$ cat src/rtl/wr_decoder_queue.sv
// wr_decoder_queue: register-file write-port front end.
// Buffers up to DEPTH pending writes in a circular queue and drains one per
// cycle into a registered one-hot write enable plus matching address/data.
// A per-register pending mask covers every queued entry and the live output
// stage, for hazard detection.
//
// Optional feature macro: WR_DECODER_ZERO_REG_EN
//   defined   - writes to register 2**ADDR_W-1 (hard-wired zero register) are
//               handshaken but never enqueued.
//   undefined - that address behaves like any other register.

module wr_decoder_queue #(
    parameter int ADDR_W = 5,
    parameter int DATA_W = 64,
    parameter int DEPTH  = 2
) (
    input  logic                     clk,
    input  logic                     reset,
    input  logic                     in_valid,
    output logic                     in_ready,
    input  logic [ADDR_W-1:0]        in_addr,
    input  logic [DATA_W-1:0]        in_data,
    input  logic                     drain_en,
    output logic [(2**ADDR_W)-1:0]   we,
    output logic [ADDR_W-1:0]        wr_addr,
    output logic [DATA_W-1:0]        wr_data,
    output logic [(2**ADDR_W)-1:0]   pending
);

    localparam int NREG  = 2**ADDR_W;
    localparam int PTR_W = $clog2(DEPTH);
    localparam int CNT_W = PTR_W + 1;

    // Queue storage, indexed by head/tail.
    logic [ADDR_W-1:0] addr_mem [DEPTH];
    logic [DATA_W-1:0] data_mem [DEPTH];

    logic [PTR_W-1:0]  head;
    logic [PTR_W-1:0]  tail;
    logic [CNT_W-1:0]  count;

    logic              push_hs;
    logic              push_en;
    logic              pop_en;
    logic [PTR_W-1:0]  offset;

    // No pass-through when full: a pop on the same edge does not free a slot
    // early, so in_ready depends only on the registered count.
    assign in_ready = !reset && (count < CNT_W'(DEPTH));
    assign push_hs  = in_valid && in_ready;

`ifdef WR_DECODER_ZERO_REG_EN
    localparam logic [ADDR_W-1:0] ZERO_ADDR = '1;
    // Writes to the zero register are accepted and silently discarded.
    assign push_en = push_hs && (in_addr != ZERO_ADDR);
`else
    assign push_en = push_hs;
`endif

    // Pop uses the pre-edge count, so a push into an empty queue is not
    // popped on the same edge.
    assign pop_en = (count != '0) && drain_en;

    // Queue payload write at the tail.
    // NOTE: storage has no reset; validity is tracked by head/count, so stale
    // contents are never observed and the array stays plain RAM.
    always_ff @(posedge clk) begin
        if (push_en) begin
            addr_mem[tail] <= in_addr;
            data_mem[tail] <= in_data;
        end
    end

    // Head/tail pointers and occupancy count.
    // NOTE: sequential state uses non-blocking assignments so every register
    // samples pre-edge values regardless of statement order.
    always_ff @(posedge clk or posedge reset) begin
        if (reset) begin
            head  <= '0;
            tail  <= '0;
            count <= '0;
        end else begin
            if (push_en) begin
                tail <= tail + 1'b1;
            end
            if (pop_en) begin
                head <= head + 1'b1;
            end
            case ({push_en, pop_en})
                2'b10:   count <= count + 1'b1;
                2'b01:   count <= count - 1'b1;
                default: count <= count;
            endcase
        end
    end

    // Output stage: one-cycle one-hot enable per pop, zero otherwise.
    always_ff @(posedge clk or posedge reset) begin
        if (reset) begin
            we      <= '0;
            wr_addr <= '0;
            wr_data <= '0;
        end else if (pop_en) begin
            we      <= NREG'(1) << addr_mem[head];
            wr_addr <= addr_mem[head];
            wr_data <= data_mem[head];
        end else begin
            we      <= '0;
        end
    end

    // Pending mask: live output stage plus every valid queued entry.
    // NOTE: every always_comb output gets a default first so no path can
    // leave it unassigned and infer a latch.
    always_comb begin
        pending = we;
        offset  = '0;
        for (int i = 0; i < DEPTH; i++) begin
            offset = PTR_W'(i) - head;
            if ({1'b0, offset} < count) begin
                pending = pending | (NREG'(1) << addr_mem[i]);
            end
        end
    end

endmodule

$ cat config.mk
export PLATFORM = sky130hd
export DESIGN_NAME = wr_decoder_queue
export DESIGN_NICKNAME = d
export VERILOG_FILES = /design/src/rtl/wr_decoder_queue.sv
export SDC_FILE = /design/constraint.sdc
export NUM_CORES = 1
export LEC_CHECK = 0
export ABC_AREA = 1
export BUFFER_PORTS_ARGS = -buffer_cell sky130_fd_sc_hd__buf_2
export CORE_MARGIN = 1.5
export CORE_UTILIZATION = 58
export DETAILED_ROUTE_END_ITERATION = 12
export PLACE_DENSITY = 0.84
export SLEW_MARGIN = 40
export SYNTH_ARGS = -nofsm -noshare
export SYNTH_HDL_FRONTEND = slang
export SYNTH_SLANG_ARGS = --single-unit
$ cat constraint.sdc
create_clock -name clk -period 10.3 [get_ports clk]
set_clock_uncertainty 0.1 [all_clocks]
set_input_delay 1.03 -clock clk [delete_from_list [all_inputs] [get_ports clk]]
set_output_delay 1.03 -clock clk [all_outputs]
set_load 0.02 [all_outputs]
==> impl_metrics.ini <==
[sta]
slew_headroom_pct = 53.3
setup_viol = 0
fin_ws_ps = 6700
fmax_mhz = 278
final.period_utilization_pct = 35.0
worst_pin_slew_ps = 700
finalHoldViolCount = 0
post-route-min-period_ps = 3600
setup_tns_ps = 0
slew_violations = 0
grt_setup_unrepaired = false

[setup_path]
worst-path-buf-inv = 2
path_delay_family = buffers and inverters
crit_path_start_kind = flop
crit_required_ps = 9170
crit_path_start = head
slowest_delay_ps = 470
rr_startpoint = count[1]
cp_cell_sequence = buf_6 > nand2_1 > a21oi_4 > nand2_1 > nand3b_1 > buf_2
ff2ff_path_depth = 4
path_class = flop to output port
end_kind = output port
cp.depth = 6
cp_slowest_cell = buf_6
cp.arrival_ps = 2470
crit_top_cell = nand2_1
path_max_fanout = 76

[cts]
hold_buffers = 0
cts.repair.resized = 0
clock_latency_ps = 520
htree_levels = 1
path_clk_slew_ps = 60
cts_sinks = 243
tritoncts = built
clockBufferDepth = 3
cts_setup_buffers = 0
cts_buffers = 24
cts_root_buf = clkbuf_16

[placed_design]
preCtsSetupSlack_ps = 6990
placed_cells = 1200
portBuffers = 206
hpwl_mm = 13.8
gp_congestion = 0.998
postPlaceCellArea_um2 = 10800

[route]
drc_errors = 0
drt_pass1_iterations = 7
viasPerCell = 5.52
drt_iter0_drc = 603
routed_wl_mm = 21.7
via_count = 6873
drtAntennaViolNets = 0
wl_per_cell_um = 17.4

[synth]
seq_area_frac_synth_pct = 70.5
synth.yosys.warnings = 0
yosys.area.top_type = edfxtp_1
netlist_instances = 811
synthArstFlopShare_pct = 43.2
yosys_most_used_dff = edfxtp_1
ys_top_cells_by_area = edfxtp_1 (43%), dfrtp_1 (27%), nand2_1 (9.0%), o211ai_1 (5.0%), or2_2 (4.2%)
syn_nets = 885
avgSynthCellArea_um2 = 11.9
synthTopCellsByCount = nand2_1 (230), edfxtp_1 (138), dfrtp_1 (105)
synth-edff-count = 138
synth-seq-cells = 243
synth_top_area_share_pct = 43.1
synth_cell_type_count = 26
yosysMostFrequentCell = nand2_1
syn_area_um2 = 9610

[finish]
final_nets = 1085
fill_cells = 1089
drive_above_1_share_pct = 31.7
area_growth_pct = 20.5
fin_area_um2 = 11600
fin_cells = 1246

[floorplan]
die-height_um = 132
core_um2 = 16100
rows = 46
start_util_pct = 59.8
die_width_um = 132
pin_count = 207
die_area_um2 = 17400

[global_route]
grt_usage_pct = 24.9
overflow = 0
grt_pass1_wl_mm = 34.2
grt_pass1_vias = 6534
antenna_found_initial = 3
grt_max_degree = 77

[flow_run]
cap_violations = 0

[power_and_ir_drop]
peakVddDrop_uv = 171
p_leak_nw = 5.15
powerDensity_nw_per_um2 = 277

[hold_path]
min_path_type = flop to flop
min-delay-start = data_mem[0][32]
worstHoldPathCells = 2

[outcome]
status = complete, no violations
[flip-flops by register name (all words and copies together) (netlist names)]
name / flops
wr_data: 64
tail: 1
count: 2
addr_mem: 10
head: 1
data_mem: 128
wr_addr: 5
we: 32
[final cells by class]
type | instances | area (um2) | area share [%]
clock inverters | 9 | 105 | 0.908
inverters | 18 | 72.6 | 0.627
repair buffers | 213 | 1100 | 9.53
clock buffers | 35 | 672 | 5.80
diodes | 1 | 2.50 | 0.0216
well taps | 216 | 270 | 2.33
multi-input cells | 511 | 2580 | 22.3
flip-flops and latches | 243 | 6770 | 58.5
[where the power goes]
| group | switching (mW) | internal, mW |
|---|---|---|
| Combinational | 0.699 | 0.309 |
| Clock | 0.346 | 0.504 |
| Sequential | 0.113 | 1.24 |
[worst min-delay path, delay by kind of cell, from the launching register on]
family / cells / cell delay (ps)
and+or+nand+nor: 1 / 50
DFF: 1 / 320
AOI/OAI and AO/OA: 1 / 80
[per-stage QoR]
stage	hold slack (ps)	power, mW	util (%)
2_1_floorplan	355	2.05	-
3_3_place_gp	359	2.34	67.0
3_5_place_dp	362	2.37	67.1
4_1_cts	378	3.22	71.9
5_1_grt	401	3.38	72.1
6_report	370	3.21	72.1
[logic make-up (layout without fill, tap and decap cells)]
logic type      Yosys count  after routing  synth area share, %
fa+ha+maj                 1              1                0.130
simple gates            434            434                 20.5
compound gates           72             72                 5.65
xor+xnor                  4              4                0.365
other cells               0              1                    0
flops                   243            243                 70.5
buf+inv                  57            275                 2.93
[layer usage]
metal | routed length (um) | vias to the layer above | global-route usage, %
li1 | - | 3184 | -
met1 | 8820 | 3284 | 33.5
met2 | 10500 | 353 | 40.8
met3 | 1730 | 50 | 5.09
met4 | 609 | 2 | 8.70
met5 | 13 | - | 0
[cells in the final DEF, fill, tap and decap left out, types with 2 or more instances in the layout]
cell,instances
nand3b_1,30
buf_4,4
inv_4,3
inv_2,3
nor3_1,2
nor2_1,65
nand2_1,229
nand4_1,8
bufinv_16,2
clkbuf_16,24
buf_2,206
buf_6,2
or2_2,65
dfrtp_1,104
edfxtp_1,138
nor2_4,2
a21oi_4,2
clkinv_2,3
clkbuf_1,8
nand3_1,28
o211ai_1,64
clkinv_1,4
nor2_2,3
clkbuf_8,3
o21ai_0,4
xor2_1,3
inv_1,11
[worst paths after layout]
| kind | end | slack (ps) |
|---|---|---|
| worst min register to register | wr_data[32] | 370 |
| worst min-delay path | wr_data[32] | 370 |
| worst max-delay path | pending[11] | 6700 |
| worst max register to register | addr_mem[0][2] | 7800 |
| min in group asynchronous | we[18] | 500 |
| max in group asynchronous | head | 8630 |
(Power assumes the default switching activity.)
